==> src/rtl/gemm_job_sched.sv <==
// gemm_job_sched
//   Two-requester job scheduler in front of a single gemm_core. A requester
//   is granted round-robin. It then streams 2*N_ELEM elements: N_ELEM m1
//   elements followed by N_ELEM m2 elements. The scheduler writes each element
//   into the core, pulses core_start, waits for core_done and returns the core
//   sum, tagged with the requester id, on a valid/ready result port.
//
//   Optional feature macro: GEMM_SCHED_TIMEOUT_EN. When it is defined, a job
//   whose done does not arrive within TIMEOUT_CYC cycles of core_start is
//   returned with res_err=1 and res_data=0.
//
// Ports
//   clk, rst_n         clock; reset is asynchronous and active-high
//   in_valid/in_ready  per-requester element handshake (bit i = requester i)
//   in_data            requester i element in [i*DATA_W +: DATA_W]
//   res_*              result channel: valid/ready, sum, requester id, error
//   core_wr_*          registered element write into the core (sel 0=m1, 1=m2)
//   core_start         one-cycle start pulse
//   core_done/sum      core completion level and result
module gemm_job_sched #(
  parameter int N_ELEM      = 256,
  parameter int ADDR_W      = 8,
  parameter int DATA_W      = 21,
  parameter int SUM_W       = 32,
  parameter int TIMEOUT_CYC = 4096
) (
  input  logic                  clk,
  input  logic                  rst_n,
  input  logic [1:0]            in_valid,
  output logic [1:0]            in_ready,
  input  logic [2*DATA_W-1:0]   in_data,
  output logic                  res_valid,
  input  logic                  res_ready,
  output logic [SUM_W-1:0]      res_data,
  output logic                  res_id,
  output logic                  res_err,
  output logic                  core_wr_en,
  output logic [1:0]            core_wr_sel,
  output logic [ADDR_W-1:0]     core_wr_addr,
  output logic [DATA_W-1:0]     core_wr_data,
  output logic                  core_start,
  input  logic                  core_done,
  input  logic [SUM_W-1:0]      core_sum
);

  typedef enum logic [2:0] {
    S_IDLE, S_LOAD, S_DRAIN, S_START, S_WAIT_LO, S_WAIT_HI, S_RESULT
  } state_e;

  localparam int              BEAT_W    = ADDR_W + 1;
  localparam logic [BEAT_W-1:0] LAST_BEAT = BEAT_W'(2*N_ELEM-1);

  state_e              state_q;
  logic                gnt_q, ptr_q;     // ptr_q = requester favoured at next grant
  logic [BEAT_W-1:0]   beat_q;           // MSB selects m1/m2, low bits are the address
  logic                drain_q;
  logic                wr_en_q, start_q, res_valid_q, res_id_q, res_err_q;
  logic [1:0]          wr_sel_q;
  logic [ADDR_W-1:0]   wr_addr_q;
  logic [DATA_W-1:0]   wr_data_q;
  logic [SUM_W-1:0]    res_data_q;

  logic                gnt_d, hs, waiting, tmo;
  logic [DATA_W-1:0]   gnt_data;

  assign in_ready = (state_q == S_LOAD) ? (gnt_q ? 2'b10 : 2'b01) : 2'b00;
  assign hs       = |(in_valid & in_ready);
  assign gnt_data = gnt_q ? in_data[2*DATA_W-1:DATA_W] : in_data[DATA_W-1:0];
  assign gnt_d    = in_valid[ptr_q] ? ptr_q : ~ptr_q;
  assign waiting  = (state_q == S_WAIT_LO) || (state_q == S_WAIT_HI);

`ifdef GEMM_SCHED_TIMEOUT_EN
  localparam int TMR_W = $clog2(TIMEOUT_CYC + 1);
  localparam logic [TMR_W-1:0] TMR_LAST = TMR_W'(TIMEOUT_CYC - 1);
  // Counts cycles since core_start: it is 1 in the first wait cycle, so the
  // result appears exactly TIMEOUT_CYC cycles after the start pulse.
  logic [TMR_W-1:0] tmr_q;
  always_ff @(posedge clk or posedge rst_n) begin
    if (rst_n)                           tmr_q <= '0;
    else if (state_q == S_START)         tmr_q <= TMR_W'(1);
    else if (waiting && tmr_q != TMR_LAST) tmr_q <= tmr_q + 1'b1;
  end
  assign tmo = waiting && (tmr_q == TMR_LAST);
`else
  assign tmo = 1'b0;
`endif

  always_ff @(posedge clk or posedge rst_n) begin
    if (rst_n) begin
      state_q     <= S_IDLE;
      gnt_q       <= 1'b0;
      ptr_q       <= 1'b0;
      beat_q      <= '0;
      drain_q     <= 1'b0;
      wr_en_q     <= 1'b0;
      wr_sel_q    <= '0;
      wr_addr_q   <= '0;
      wr_data_q   <= '0;
      start_q     <= 1'b0;
      res_valid_q <= 1'b0;
      res_data_q  <= '0;
      res_id_q    <= 1'b0;
      res_err_q   <= 1'b0;
    end else begin
      wr_en_q <= 1'b0;
      start_q <= 1'b0;
      case (state_q)
        S_IDLE: if (|in_valid) begin
          gnt_q   <= gnt_d;
          ptr_q   <= ~gnt_d;
          beat_q  <= '0;
          state_q <= S_LOAD;
        end
        S_LOAD: if (hs) begin
          wr_en_q   <= 1'b1;
          wr_sel_q  <= {1'b0, beat_q[ADDR_W]};
          wr_addr_q <= beat_q[ADDR_W-1:0];
          wr_data_q <= gnt_data;
          beat_q    <= beat_q + 1'b1;
          if (beat_q == LAST_BEAT) begin
            drain_q <= 1'b0;
            state_q <= S_DRAIN;
          end
        end
        // Two idle cycles keep the last write well clear of the start pulse.
        S_DRAIN: begin
          drain_q <= 1'b1;
          if (drain_q) begin
            start_q <= 1'b1;
            state_q <= S_START;
          end
        end
        S_START: state_q <= S_WAIT_LO;
        // A done level left over from the previous job must drop first.
        S_WAIT_LO: begin
          if (!core_done) state_q <= S_WAIT_HI;
          else if (tmo) begin
            res_valid_q <= 1'b1;
            res_data_q  <= '0;
            res_id_q    <= gnt_q;
            res_err_q   <= 1'b1;
            state_q     <= S_RESULT;
          end
        end
        S_WAIT_HI: begin
          if (core_done) begin
            res_valid_q <= 1'b1;
            res_data_q  <= core_sum;
            res_id_q    <= gnt_q;
            res_err_q   <= 1'b0;
            state_q     <= S_RESULT;
          end else if (tmo) begin
            res_valid_q <= 1'b1;
            res_data_q  <= '0;
            res_id_q    <= gnt_q;
            res_err_q   <= 1'b1;
            state_q     <= S_RESULT;
          end
        end
        S_RESULT: if (res_ready) begin
          res_valid_q <= 1'b0;
          state_q     <= S_IDLE;
        end
        default: state_q <= S_IDLE;
      endcase
    end
  end

  assign core_wr_en   = wr_en_q;
  assign core_wr_sel  = wr_sel_q;
  assign core_wr_addr = wr_addr_q;
  assign core_wr_data = wr_data_q;
  assign core_start   = start_q;
  assign res_valid    = res_valid_q;
  assign res_data     = res_data_q;
  assign res_id       = res_id_q;
  assign res_err      = res_err_q;

endmodule
==> config.mk <==
export PLATFORM = sky130hd
export DESIGN_NAME = gemm_job_sched
export DESIGN_NICKNAME = d
export VERILOG_FILES = /design/src/rtl/gemm_job_sched.sv
export SDC_FILE = /design/constraint.sdc
export NUM_CORES = 1
export LEC_CHECK = 0
export ABC_CLOCK_PERIOD_IN_PS = 3500
export CORE_ASPECT_RATIO = 1.75
export CORE_MARGIN = 3
export CORE_UTILIZATION = 42
export DETAILED_ROUTE_END_ITERATION = 10
export PLACE_DENSITY_LB_ADDON = 0.15
export SYNTH_ARGS = -nofsm -noshare
export SYNTH_HDL_FRONTEND = slang
export SYNTH_SLANG_ARGS = --single-unit
==> constraint.sdc <==
create_clock -name clk -period 3.5 [get_ports clk]
set_input_delay 0.7 -clock clk [delete_from_list [all_inputs] [get_ports clk]]
set_output_delay 0.7 -clock clk [all_outputs]
set_load 0.03 [all_outputs]
==> results_tabular.tex, run 1 <==
\begin{tabular}{lr}
\hline
Metric & Value \\
\hline
\multicolumn{2}{l}{\textbf{Run status}} \\
Status & finished, final reports clean \\
\multicolumn{2}{l}{\textbf{Setup path}} \\
Reg2reg setup slack & 1.26 ns \\
Critical Path Sink Type & output pin \\
Kind of start point of the critical path & register \\
Worst-path fanout max & 12 \\
Endpoint required time on the critical path & 2.80 ns \\
Category of the critical setup timing path & reg -> out \\
Data arrival time at the worst-slack endpoint & 2.12 ns \\
\multicolumn{2}{l}{\textbf{Layout}} \\
Post-layout nets & 505 \\
Final cell area excluding filler cells & 5370 um\^{}2 \\
Growth of design area from synthesis to finish & 52.3\% \\
Fill cell count & 635 \\
\# diodes & 0 \\
Core occupancy in the finished layout & 66.5\% \\
Ratio of cells with drive above 1 in the final layout & 16.6\% \\
Cell Count, Final, Fillers Out & 517 \\
\multicolumn{2}{l}{\textbf{STA}} \\
Total count of max-transition violations in the final report & 0 \\
Final worst-path setup slack & 0.684 ns \\
Ratio of final minimum period to clock period & 80.5\% \\
Post-Route Setup TNS & 0 ns \\
Worst Max-Slew Pin Slew & 0.775 ns \\
Setup repair after global routing missed its margin & false \\
Number of setup violations in the final report & 0 \\
Post-route clock skew & 0.00612 ns \\
Rel. slew slack & 48.3\% \\
Maximum clock frequency & 0.355 GHz \\
Number of hold violations in the final report & 0 \\
Hold slack & 0.501 ns \\
Clock period minus final worst setup slack & 2.82 ns \\
\multicolumn{2}{l}{\textbf{Clocking}} \\
Clock insertion delay at the later pin of the skew report & 0.33 ns \\
Number of instances resized during post-cts repair & 0 \\
Hold-fix buffer count after cts & 0 \\
Clock tree from TritonCTS & done \\
Deepest clock path buffer count & 2 \\
H-tree depth reported by CTS & 3 \\
Clock transition at the registers of the reported paths & 0.06 ns \\
Root buf cell & sky130\_fd\_sc\_hd\_\_clkbuf\_16 \\
Post-CTS Setup Bufs & 0 \\
CTS buffer count & 9 \\
Sink count of the clock tree & 81 \\
\multicolumn{2}{l}{\textbf{Floorplanning}} \\
Number of placed I/O pins & 150 \\
Die width & 75.3 um \\
Core ar. & 8070 um\^{}2 \\
Die height & 127 um \\
Starting utilization of the core area & 43.7\% \\
Row Count & 43 \\
Die footprint & 9580 um\^{}2 \\
\multicolumn{2}{l}{\textbf{Synth}} \\
Warning count from the yosys run & 0 \\
Mean area per synthesized cell & 12.7 um\^{}2 \\
Synth Area in Compound Gates & 9.22\% \\
Post-synth ARST share & 100\% \\
Simple-gate share of the synthesized area & 8.19\% \\
Dominant combinational cell family by area after synthesis & multiplexers \\
Seq cells post-synth & 81 \\
Fraction of synthesized area in multiplexers & 20.0\% \\
Share of synthesized cell area in full adder, half adder and majority cells & 0.709\% \\
Mapped cell area & 3530 um\^{}2 \\
Sequential-to-total area share from yosys stat & 57.5\% \\
Dominant synthesized flop cell & sky130\_fd\_sc\_hd\_\_dfrtp\_1 \\
Cell count after synthesis & 278 \\
Xor/xnor cell area share of the yosys netlist & 0.993\% \\
Number of flops mapped to enable cells by yosys & 0 \\
Netlist cell types & 41 \\
\multicolumn{2}{l}{\textbf{Hold path}} \\
Worst min-delay path class & reg -> reg \\
\multicolumn{2}{l}{\textbf{Route}} \\
Final antenna-violating net count & 0 \\
TritonRoute pass-1 iters & 4 \\
Post-route DRC & 0 \\
Routed vias & 2,710 \\
Via/cell ratio & 5.24 \\
Average detailed-routed wire length per instance & 15.9 um \\
Number of violations reported at the end of detailed-routing iteration 0 & 86 \\
Routed wire length & 8230 um \\
\multicolumn{2}{l}{\textbf{Placement}} \\
Detailed placement HPWL & 6240 um \\
IO buf count & 147 \\
Setup slack after placement & 0.443 ns \\
Global placement routability congestion & 0.746 \\
Placed cell areas & 5060 um\^{}2 \\
Number of placed instances, taps included & 502 \\
\multicolumn{2}{l}{\textbf{Pwr}} \\
Peak ir drop on the vdd network & 0.518 mV \\
Overall power & 5.04 mW \\
Leak pwr & 2.32 nW \\
P per Cell Area & 939 nW/um\^{}2 \\
\multicolumn{2}{l}{\textbf{Global routing}} \\
Initial antenna violation count & 0 \\
Overflow left after global routing & 0 \\
Wire length of the first global-routing pass & 13,300 um \\
Total global routing track utilization & 17.9\% \\
Largest net degree at the start of global routing & 44 \\
Vias in the first global route & 2,900 \\
\multicolumn{2}{l}{\textbf{Run}} \\
Max-cap violations & 0 \\
\hline
\end{tabular}
[state kept, by name, summed over array words and instances, names as in the netlist]
name,flops
ptr_q,1
core_wr_addr,8
core_wr_en,1
res_data,32
gnt_q,1
core_wr_data,21
core_start,1
beat_q,9
drain_q,1
res_valid,1
res_id,1
state_q,3
core_wr_sel,1
[Yosys cell counts, types with 2 or more instances]
cell	instances	area [um^2]
sky130_fd_sc_hd__inv_1	3	11.3
sky130_fd_sc_hd__nand2_1	10	37.5
sky130_fd_sc_hd__a21oi_1	25	125
sky130_fd_sc_hd__ha_1	2	25.0
sky130_fd_sc_hd__mux2i_1	22	220
sky130_fd_sc_hd__or4_1	2	15.0
sky130_fd_sc_hd__buf_4	5	37.5
sky130_fd_sc_hd__mux2_2	43	484
sky130_fd_sc_hd__and3_1	3	18.8
sky130_fd_sc_hd__xor2_1	4	35.0
sky130_fd_sc_hd__o21ai_0	5	25.0
sky130_fd_sc_hd__nor2_1	28	105
sky130_fd_sc_hd__buf_2	10	50.1
sky130_fd_sc_hd__dfrtp_1	81	2030
sky130_fd_sc_hd__o2111ai_1	3	26.3
sky130_fd_sc_hd__o211ai_1	2	15.0
sky130_fd_sc_hd__a31oi_1	3	18.8
sky130_fd_sc_hd__o31ai_1	2	15.0
sky130_fd_sc_hd__nor3_2	2	20.0
sky130_fd_sc_hd__a22o_1	2	17.5
[cell families (layout without fill, tap and decap cells)]
group	after synthesis	in the layout
AO/OA/AOI/OAI	49	49
XOR/XNOR	4	4
adder cells (fa/ha/maj)	2	2
buffers and inverters	21	169
flip-flops	81	81
multiplexers	65	65
other	1	2
AND/OR/NAND/NOR	55	55
[layer usage]
layer	global-route usage (%)	part of all wire, %	up-vias
li1	-	-	1272
met1	20.1	38	1313
met2	30.3	51	115
met3	6.22	9.8	10
met4	7.42	1.5	0
met5	0	0	-
[cell usage in the layout (no fill, tap or decap), drive strengths merged, types with 2 or more instances in the layout]
cell type      instances
a21oi                 25
a22o                   2
a31oi                  3
and3                   3
buf                    4
bufinv                 2
clkbuf                12
clkdlybuf4s50        147
clkinv                 2
conb                   2
dfrtp                 81
ha                     2
inv                    2
mux2                  43
mux2i                 22
nand2                 10
nor2                  29
nor3                   3
o2111ai                3
o211ai                 3
o21ai                  5
o31ai                  2
or4                    2
xor2                   4
[power by group]
part / leakage [nW] / internal, mW / switching [mW]
Combinational: 1.20 / 1.13 / 1.34
Clock: 0.153 / 0.639 / 0.338
Sequential: 0.977 / 1.32 / 0.281
Total: 2.32 / 3.09 / 1.96
[layout make-up]
class | count | area [um^2] | area share [%]
inverter | 3 | 12.5 | 0.233
sequential | 81 | 2030 | 37.7
clock buffer | 12 | 246 | 4.59
timing repair buffer | 151 | 1510 | 28.2
clock inverter | 3 | 65.1 | 1.21
tap | 90 | 113 | 2.10
multi-input combinational | 177 | 1390 | 25.9
[critical path, stage by stage (launching register included)]
cell	delay [ns]
sky130_fd_sc_hd__dfrtp_1	0.56
sky130_fd_sc_hd__nand2b_1	0.34
sky130_fd_sc_hd__nor3_1	0.18
sky130_fd_sc_hd__clkdlybuf4s50_1	0.71
[final timing paths]
| check | from | to | cells past startpoint |
|---|---|---|---|
| max | state_q[2]$_DFFE_PP0P_ | in_ready[0] | 3 |
| min | res_data[20]$_DFFE_PP0P_ | res_data[20]$_DFFE_PP0P_ | 1 |
| max reg2reg | state_q[2]$_DFFE_PP0P_ | core_wr_data[2]$_DFFE_PP0P_ | 5 |
| min reg2reg | res_data[20]$_DFFE_PP0P_ | res_data[20]$_DFFE_PP0P_ | 1 |
| max in group asynchronous | rst_n | core_wr_data[13]$_DFFE_PP0P_ | 3 |
| min in group asynchronous | rst_n | res_data[15]$_DFFE_PP0P_ | 2 |
No activity file was read; power rests on OpenSTA's default activity.
==> inputs of run 2 (changes only) <==
ABC_CLOCK_PERIOD_IN_PS = 2900   (was 3500)
clock period = 2.9 ns   (was 3.5 ns; I/O delays follow)
==> run 2 against run 1 <==
  * Sequential power increased by 19%
  * Clock power increased by 12%
  * Final area increased by 0.70%
  * Core utilization increased by 0.47 points
  * Count of clock-buffer cells in the layout increased by 2
  * Final cell count increased by 0.97%
  * Global-route usage decreased by 0.20 points
  * Sequential share of layout area decreased by 0.26 points
  * Critical path type unchanged
  * Largest cell class unchanged
==> results_tabular.tex, run 2 (synthesis results as in run 1) <==
\begin{tabular}{lr}
\hline
Metric & Value \\
\hline
\multicolumn{2}{l}{\textbf{Run status}} \\
Status & finished, final reports clean \\
\multicolumn{2}{l}{\textbf{Layout}} \\
Flip-flop count of the largest register after layout & 32 (unchanged) \\
Core occupancy in the finished layout & 67.0\% (+0.47 points) \\
\# diodes & 0 (unchanged) \\
Final cell area excluding filler cells & 5410 um\^{}2 (+0.70\%) \\
Commonest cells after routing, fill and taps aside & sky130\_fd\_sc\_hd\_\_clkdlybuf4s50\_1, sky130\_fd\_sc\_hd\_\_dfrtp\_1, sky130\_fd\_sc\_hd\_\_mux2\_2 \\
Growth of design area from synthesis to finish & 53.3\% \\
Most common cell after layout, fill and taps aside & sky130\_fd\_sc\_hd\_\_clkdlybuf4s50\_1 \\
Post-layout nets & 509 (+0.79\%) \\
Cell Count, Final, Fillers Out & 522 (+0.97\%) \\
Ratio of cells with drive above 1 in the final layout & 17.8\% (+1.2 points) \\
\multicolumn{2}{l}{\textbf{Clocking}} \\
Clock insertion delay at the later pin of the skew report & 0.33 ns (about the same) \\
Clock transition at the registers of the reported paths & 0.06 ns (about the same) \\
Root buf cell & sky130\_fd\_sc\_hd\_\_clkbuf\_16 \\
H-tree depth reported by CTS & 3 (unchanged) \\
Deepest clock path buffer count & 2 (unchanged) \\
Sink count of the clock tree & 81 (unchanged) \\
CTS buffer count & 9 (unchanged) \\
Hold-fix buffer count after cts & 0 (unchanged) \\
Post-CTS Setup Bufs & 0 (unchanged) \\
Number of instances resized during post-cts repair & 0 (unchanged) \\
Clock tree from TritonCTS & done \\
\multicolumn{2}{l}{\textbf{Setup path}} \\
Worst-path fanout max & 13 (+1) \\
Startpoint of the most critical setup path & state\_q[0]\$\_DFFE\_PP0P\_ \\
Category of the critical setup timing path & reg -> out \\
Data arrival time at the worst-slack endpoint & 2.09 ns (-0.03 ns) \\
Kind of start point of the critical path & register \\
Origin of the critical flop-to-flop path & state\_q[1]\$\_DFFE\_PP0P\_ \\
Endpoint required time on the critical path & 2.32 ns (-0.48 ns) \\
Critical Path Sink Type & output pin \\
\multicolumn{2}{l}{\textbf{Placement}} \\
IO buf count & 147 (unchanged) \\
Global placement routability congestion & 0.769 (+3.1\%) \\
Detailed placement HPWL & 6170 um (-1.1\%) \\
Setup slack after placement & 0.589 ns (+0.146 ns) \\
Number of placed instances, taps included & 506 (+0.80\%) \\
Placed cell areas & 5110 um\^{}2 (+1.1\%) \\
\multicolumn{2}{l}{\textbf{Floorplanning}} \\
Die width & 75.3 um (unchanged) \\
Row Count & 43 (unchanged) \\
Die footprint & 9580 um\^{}2 (unchanged) \\
Starting utilization of the core area & 43.7\% (unchanged) \\
Core ar. & 8070 um\^{}2 (unchanged) \\
Die height & 127 um (unchanged) \\
Number of placed I/O pins & 150 (unchanged) \\
\multicolumn{2}{l}{\textbf{STA}} \\
Rel. slew slack & 59.2\% (+11 points) \\
Total count of max-transition violations in the final report & 0 (unchanged) \\
Final worst-path setup slack & 0.230 ns (-0.454 ns) \\
Setup repair after global routing missed its margin & false \\
Number of setup violations in the final report & 0 (unchanged) \\
Hold slack & 0.500 ns (-0.00118 ns) \\
Number of hold violations in the final report & 0 (unchanged) \\
Maximum clock frequency & 0.374 GHz \\
Post-route clock skew & 0.00485 ns (-0.00127 ns) \\
Worst Max-Slew Pin Slew & 0.611 ns (-0.164 ns) \\
Post-Route Setup TNS & 0 ns (unchanged) \\
Clock period minus final worst setup slack & 2.67 ns \\
Ratio of final minimum period to clock period & 92.1\% \\
\multicolumn{2}{l}{\textbf{Global routing}} \\
Initial antenna violation count & 0 (unchanged) \\
Largest net degree at the start of global routing & 38 (-14\%) \\
Overflow left after global routing & 0 (unchanged) \\
Wire length of the first global-routing pass & 13,000 um (-2.0\%) \\
Total global routing track utilization & 17.7\% (-0.20 points) \\
Vias in the first global route & 2,748 (-5.2\%) \\
\multicolumn{2}{l}{\textbf{Route}} \\
Via/cell ratio & 5.14 (-1.9\%) \\
Number of violations reported at the end of detailed-routing iteration 0 & 74 (-14\%) \\
Routed wire length & 8150 um (-1.0\%) \\
Routed vias & 2,684 (-0.96\%) \\
TritonRoute pass-1 iters & 4 (unchanged) \\
Post-route DRC & 0 (unchanged) \\
Final antenna-violating net count & 0 (unchanged) \\
Average detailed-routed wire length per instance & 15.6 um (-2.0\%) \\
\multicolumn{2}{l}{\textbf{Pwr}} \\
Leak pwr & 2.35 nW (+0.96\%) \\
Overall power & 6.04 mW (+20\%) \\
Peak ir drop on the vdd network & 0.712 mV (+37\%) \\
P per Cell Area & 1120 nW/um\^{}2 (+19\%) \\
\multicolumn{2}{l}{\textbf{Hold path}} \\
Worst min-delay path class & reg -> reg \\
Min-delay src & ptr\_q\$\_DFFE\_PP0P\_ \\
\multicolumn{2}{l}{\textbf{Run}} \\
Max-cap violations & 0 (unchanged) \\
\hline
\end{tabular}
run 2: cell types whose count changed in the layout (fill, tap and decap cells not counted), sizes merged:
cell    change
buf         +4
bufinv      -2
clkbuf      +2
clkinv      +1
run 2: critical path, cell delays in order, from the launching register on:
cell                              delay [ns]
sky130_fd_sc_hd__dfrtp_1                0.62
sky130_fd_sc_hd__nand2b_1               0.24
sky130_fd_sc_hd__nor3_1                 0.18
sky130_fd_sc_hd__clkdlybuf4s50_1        0.71
run 2: area by class of cell:
| cell class | instances | area (um^2) |
|---|---|---|
| clock buffers | 14 | 284 |
| clock inverters | 2 | 10.0 |
| fillers | 636 | 2660 |
| inverters | 3 | 12.5 |
| multi-input cells | 177 | 1390 |
| flip-flops and latches | 81 | 2030 |
| well taps | 90 | 113 |
| repair buffers | 155 | 1570 |
run 2: power breakdown:
| group | internal [mW] | total [mW] | switching (mW) | leakage, nW |
|---|---|---|---|---|
| Combinational | 1.41 | 3.05 | 1.64 | 1.22 |
| Clock | 0.671 | 1.09 | 0.424 | 0.149 |
| Sequential | 1.60 | 1.90 | 0.305 | 0.977 |
run 2: worst paths after layout:
| check | to | slack (ns) | cells past startpoint |
|---|---|---|---|
| max | in_ready[0] | 0.23 | 3 |
| max reg2reg | res_data[17]$_DFFE_PP0P_ | 1.03 | 4 |
| max in group asynchronous | core_wr_data[18]$_DFFE_PP0P_ | 1.61 | 3 |
| min reg2reg | ptr_q$_DFFE_PP0P_ | 0.50 | 1 |
| min | ptr_q$_DFFE_PP0P_ | 0.50 | 1 |
| min in group asynchronous | res_data[15]$_DFFE_PP0P_ | 0.63 | 2 |
run 2: per-layer routing:
| layer | track usage (%) | wire, um | vias to the layer above |
|---|---|---|---|
| li1 | - | - | 1292 |
| met1 | 20.4 | 3160 | 1269 |
| met2 | 29.1 | 4070 | 114 |
| met3 | 6.93 | 797 | 9 |
| met4 | 6.80 | 117 | 0 |
| met5 | 0 | 0 | - |
==> inputs of run 3 (changes only) <==
GPL_TIMING_DRIVEN = 0   (was not set)
==> run 3 against run 2 <==
  * Clock power increased by 10%
  * Total power is 2.1% higher
  * Non-clock buffer count grew 10
  * Sequential share of layout area shrank 0.38 points
  * First-iteration DRC count is 5.4% lower
  * Critical endpoint is now in_ready[1]
  * Fmax up 5.2%
  * Sequential power down 3%
  * Count of clock-buffer cells in the layout shrank 3
  * Core utilization increased by 0.68 points
  * Combinational power grew 2%
  * Critical path depth rose by 1
  * Critical path type unchanged
==> results_tabular.tex, run 3 (synthesis results as in run 1) <==
\begin{tabular}{lr}
\hline
Metric & Value \\
\hline
\multicolumn{2}{l}{\textbf{Layout}} \\
Area of the multi-input gates & 1390 um\^{}2 (-0.45\%) \\
Post-layout nets & 519 (+2.0\%) \\
Flip-flop count of the largest register after layout & 32 (unchanged) \\
Core occupancy in the finished layout & 67.7\% (+0.68 points) \\
FF/Latch Area & 2030 um\^{}2 (unchanged) \\
Ratio of cells with drive above 1 in the final layout & 19.5\% (+1.6 points) \\
Commonest cells after routing, fill and taps aside & sky130\_fd\_sc\_hd\_\_clkdlybuf4s50\_1, sky130\_fd\_sc\_hd\_\_dfrtp\_1, sky130\_fd\_sc\_hd\_\_mux2\_2 \\
\# diodes & 0 (unchanged) \\
Growth of design area from synthesis to finish & 54.9\% \\
Most common cell after layout, fill and taps aside & sky130\_fd\_sc\_hd\_\_clkdlybuf4s50\_1 \\
Cell Count, Final, Fillers Out & 532 (+1.9\%) \\
Fill cell count & 635 (-0.16\%) \\
\multicolumn{2}{l}{\textbf{Floorplanning}} \\
Core ar. & 8070 um\^{}2 (unchanged) \\
Die footprint & 9580 um\^{}2 (unchanged) \\
Row Count & 43 (unchanged) \\
Die height & 127 um (unchanged) \\
Number of placed I/O pins & 150 (unchanged) \\
Die width & 75.3 um (unchanged) \\
Starting utilization of the core area & 43.7\% (unchanged) \\
\multicolumn{2}{l}{\textbf{Route}} \\
Final antenna-violating net count & 0 (unchanged) \\
TritonRoute pass-1 iters & 4 (unchanged) \\
Average detailed-routed wire length per instance & 15.5 um (-0.99\%) \\
Post-route DRC & 0 (unchanged) \\
Routed wire length & 8220 um (+0.91\%) \\
Via/cell ratio & 5.19 (+0.94\%) \\
Number of violations reported at the end of detailed-routing iteration 0 & 70 (-5.4\%) \\
Routed vias & 2,761 (+2.9\%) \\
\multicolumn{2}{l}{\textbf{Global routing}} \\
Initial antenna violation count & 0 (unchanged) \\
Overflow left after global routing & 0 (unchanged) \\
Vias in the first global route & 2,898 (+5.5\%) \\
Wire length of the first global-routing pass & 13,200 um (+1.3\%) \\
Total global routing track utilization & 17.7\% (-0.076 points) \\
Largest net degree at the start of global routing & 57 (+50\%) \\
\multicolumn{2}{l}{\textbf{Placement}} \\
IO buf count & 147 (unchanged) \\
Setup slack after placement & 0.309 ns (-0.279 ns) \\
Number of placed instances, taps included & 517 (+2.2\%) \\
Global placement routability congestion & 0.769 (+0.10\%) \\
Detailed placement HPWL & 6310 um (+2.3\%) \\
\multicolumn{2}{l}{\textbf{STA}} \\
Maximum clock frequency & 0.394 GHz (+5.2\%) \\
Post-route clock skew & 0.00477 ns (-0.0000841 ns) \\
Final worst-path setup slack & 0.362 ns (+0.133 ns) \\
Number of setup violations in the final report & 0 (unchanged) \\
Setup repair after global routing missed its margin & false \\
Ratio of final minimum period to clock period & 87.5\% (-4.6 points) \\
Total count of max-transition violations in the final report & 0 (unchanged) \\
Post-Route Setup TNS & 0 ns (unchanged) \\
Clock period minus final worst setup slack & 2.54 ns (-0.133 ns) \\
Number of hold violations in the final report & 0 (unchanged) \\
\multicolumn{2}{l}{\textbf{Setup path}} \\
Depth of the most critical reg-to-reg path & 6 (+2) \\
Cell with the largest stage delay on the worst path & sky130\_fd\_sc\_hd\_\_clkdlybuf4s50\_1 \\
Startpoint of the most critical setup path & state\_q[1]\$\_DFFE\_PP0P\_ \\
Kind of start point of the critical path & register \\
Worst R2R End & core\_wr\_data[10]\$\_DFFE\_PP0P\_ \\
Critical Path Sink Type & output pin \\
Data arrival time at the worst-slack endpoint & 1.96 ns (-0.13 ns) \\
Worst-path fanout max & 10 (-3) \\
Origin of the critical flop-to-flop path & gnt\_q\$\_DFFE\_PP0P\_ \\
Gate family responsible for the most delay along the worst path & buffers and inverters \\
Endpoint required time on the critical path & 2.32 ns (about the same) \\
Maximum cell stage delay along the critical path & 0.68 ns (-0.03 ns) \\
Ordered list of cells on the worst path & buf\_2 > nor2\_4 > and3\_1 > clkdlybuf4s50\_1 \\
Category of the critical setup timing path & reg -> out \\
Worst path bufs/invs & 2 (+1) \\
Reg2reg setup slack & 1.17 ns (+0.14 ns) \\
\multicolumn{2}{l}{\textbf{Clocking}} \\
H-tree depth reported by CTS & 3 (unchanged) \\
Post-CTS Setup Bufs & 0 (unchanged) \\
Sink count of the clock tree & 81 (unchanged) \\
Clock tree from TritonCTS & done \\
Root buf cell & sky130\_fd\_sc\_hd\_\_clkbuf\_16 \\
Deepest clock path buffer count & 2 (unchanged) \\
Clock transition at the registers of the reported paths & 0.06 ns (about the same) \\
CTS buffer count & 9 (unchanged) \\
Clock insertion delay at the later pin of the skew report & 0.33 ns (about the same) \\
\multicolumn{2}{l}{\textbf{Hold path}} \\
Worst hold path endpoint & ptr\_q\$\_DFFE\_PP0P\_ \\
Worst min-delay path class & reg -> reg \\
Min-delay src & ptr\_q\$\_DFFE\_PP0P\_ \\
WHS Path Cells & 1 (unchanged) \\
\multicolumn{2}{l}{\textbf{Pwr}} \\
Leak pwr & 2.40 nW (+2.1\%) \\
Peak ir drop on the vdd network & 0.649 mV (-8.8\%) \\
P per Cell Area & 1130 nW/um\^{}2 (+1.0\%) \\
\multicolumn{2}{l}{\textbf{Run}} \\
Max-cap violations & 0 (unchanged) \\
\multicolumn{2}{l}{\textbf{Run status}} \\
Status & finished, final reports clean \\
\hline
\end{tabular}
-- run 3: changes by cell type in the layout (fill, tap and decap cells not counted), sizes merged --
cell | before | now
clkbuf | 14 | 12
inv | 2 | 3
buf | 8 | 17
bufinv | 0 | 2
-- run 3: what timing repair did --
| action | 4_1_cts | 5_1_grt |
|---|---|---|
| hold buffers | 0 | 0 |
| gates resized for setup | 0 | 0 |
| endpoints found under the setup margin | 1 | 0 |
-- run 3: layout make-up --
cell class	instances	share of cell area (%)
sequential	81	37.1
timing repair buffer	148	27.4
multi-input combinational	177	25.4
clock buffer	11	4.44
tap	90	2.06
buffer	17	1.88
clock inverter	5	1.44
inverter	3	0.252
-- run 3: power breakdown --
part,internal (mW),switching [mW]
logic,1.41,1.70
clock network,0.776,0.428
registers,1.60,0.250
-- run 3: per-stage QoR --
step,power [mW],instance area (um^2),hold slack [ns]
after floorplan,3.79,3530,0.459
after global placement,4.96,5110,0.473
after detailed placement,5.04,5140,0.488
after CTS,6.26,5460,0.497
after global routing,6.53,5460,0.524
final,6.17,5460,0.501
-- run 3: worst max-delay path by stage --
| stage | endpoint | slack, ns | depth (start not counted) |
|---|---|---|---|
| floorplan | beat_q[0]$_DFFE_PP0P_ | 0.24 | 1 |
| global placement | core_wr_data[11]$_DFFE_PP0P_ | -1.08 | 2 |
| detailed placement | in_ready[1] | 0.31 | 4 |
| CTS | in_ready[1] | 0.35 | 4 |
| global route | in_ready[1] | 0.28 | 4 |
| finish | in_ready[1] | 0.36 | 4 |
-- run 3: per-layer routing --
| layer | GRT usage [%] | vias to the layer above | part of all wire, % |
|---|---|---|---|
| met5 | 0 | - | 0 |
| met4 | 6.49 | 0 | 1.5 |
| met3 | 6.77 | 7 | 10 |
| met2 | 29.3 | 110 | 50 |
| met1 | 20.2 | 1341 | 38 |
| li1 | - | 1303 | - |
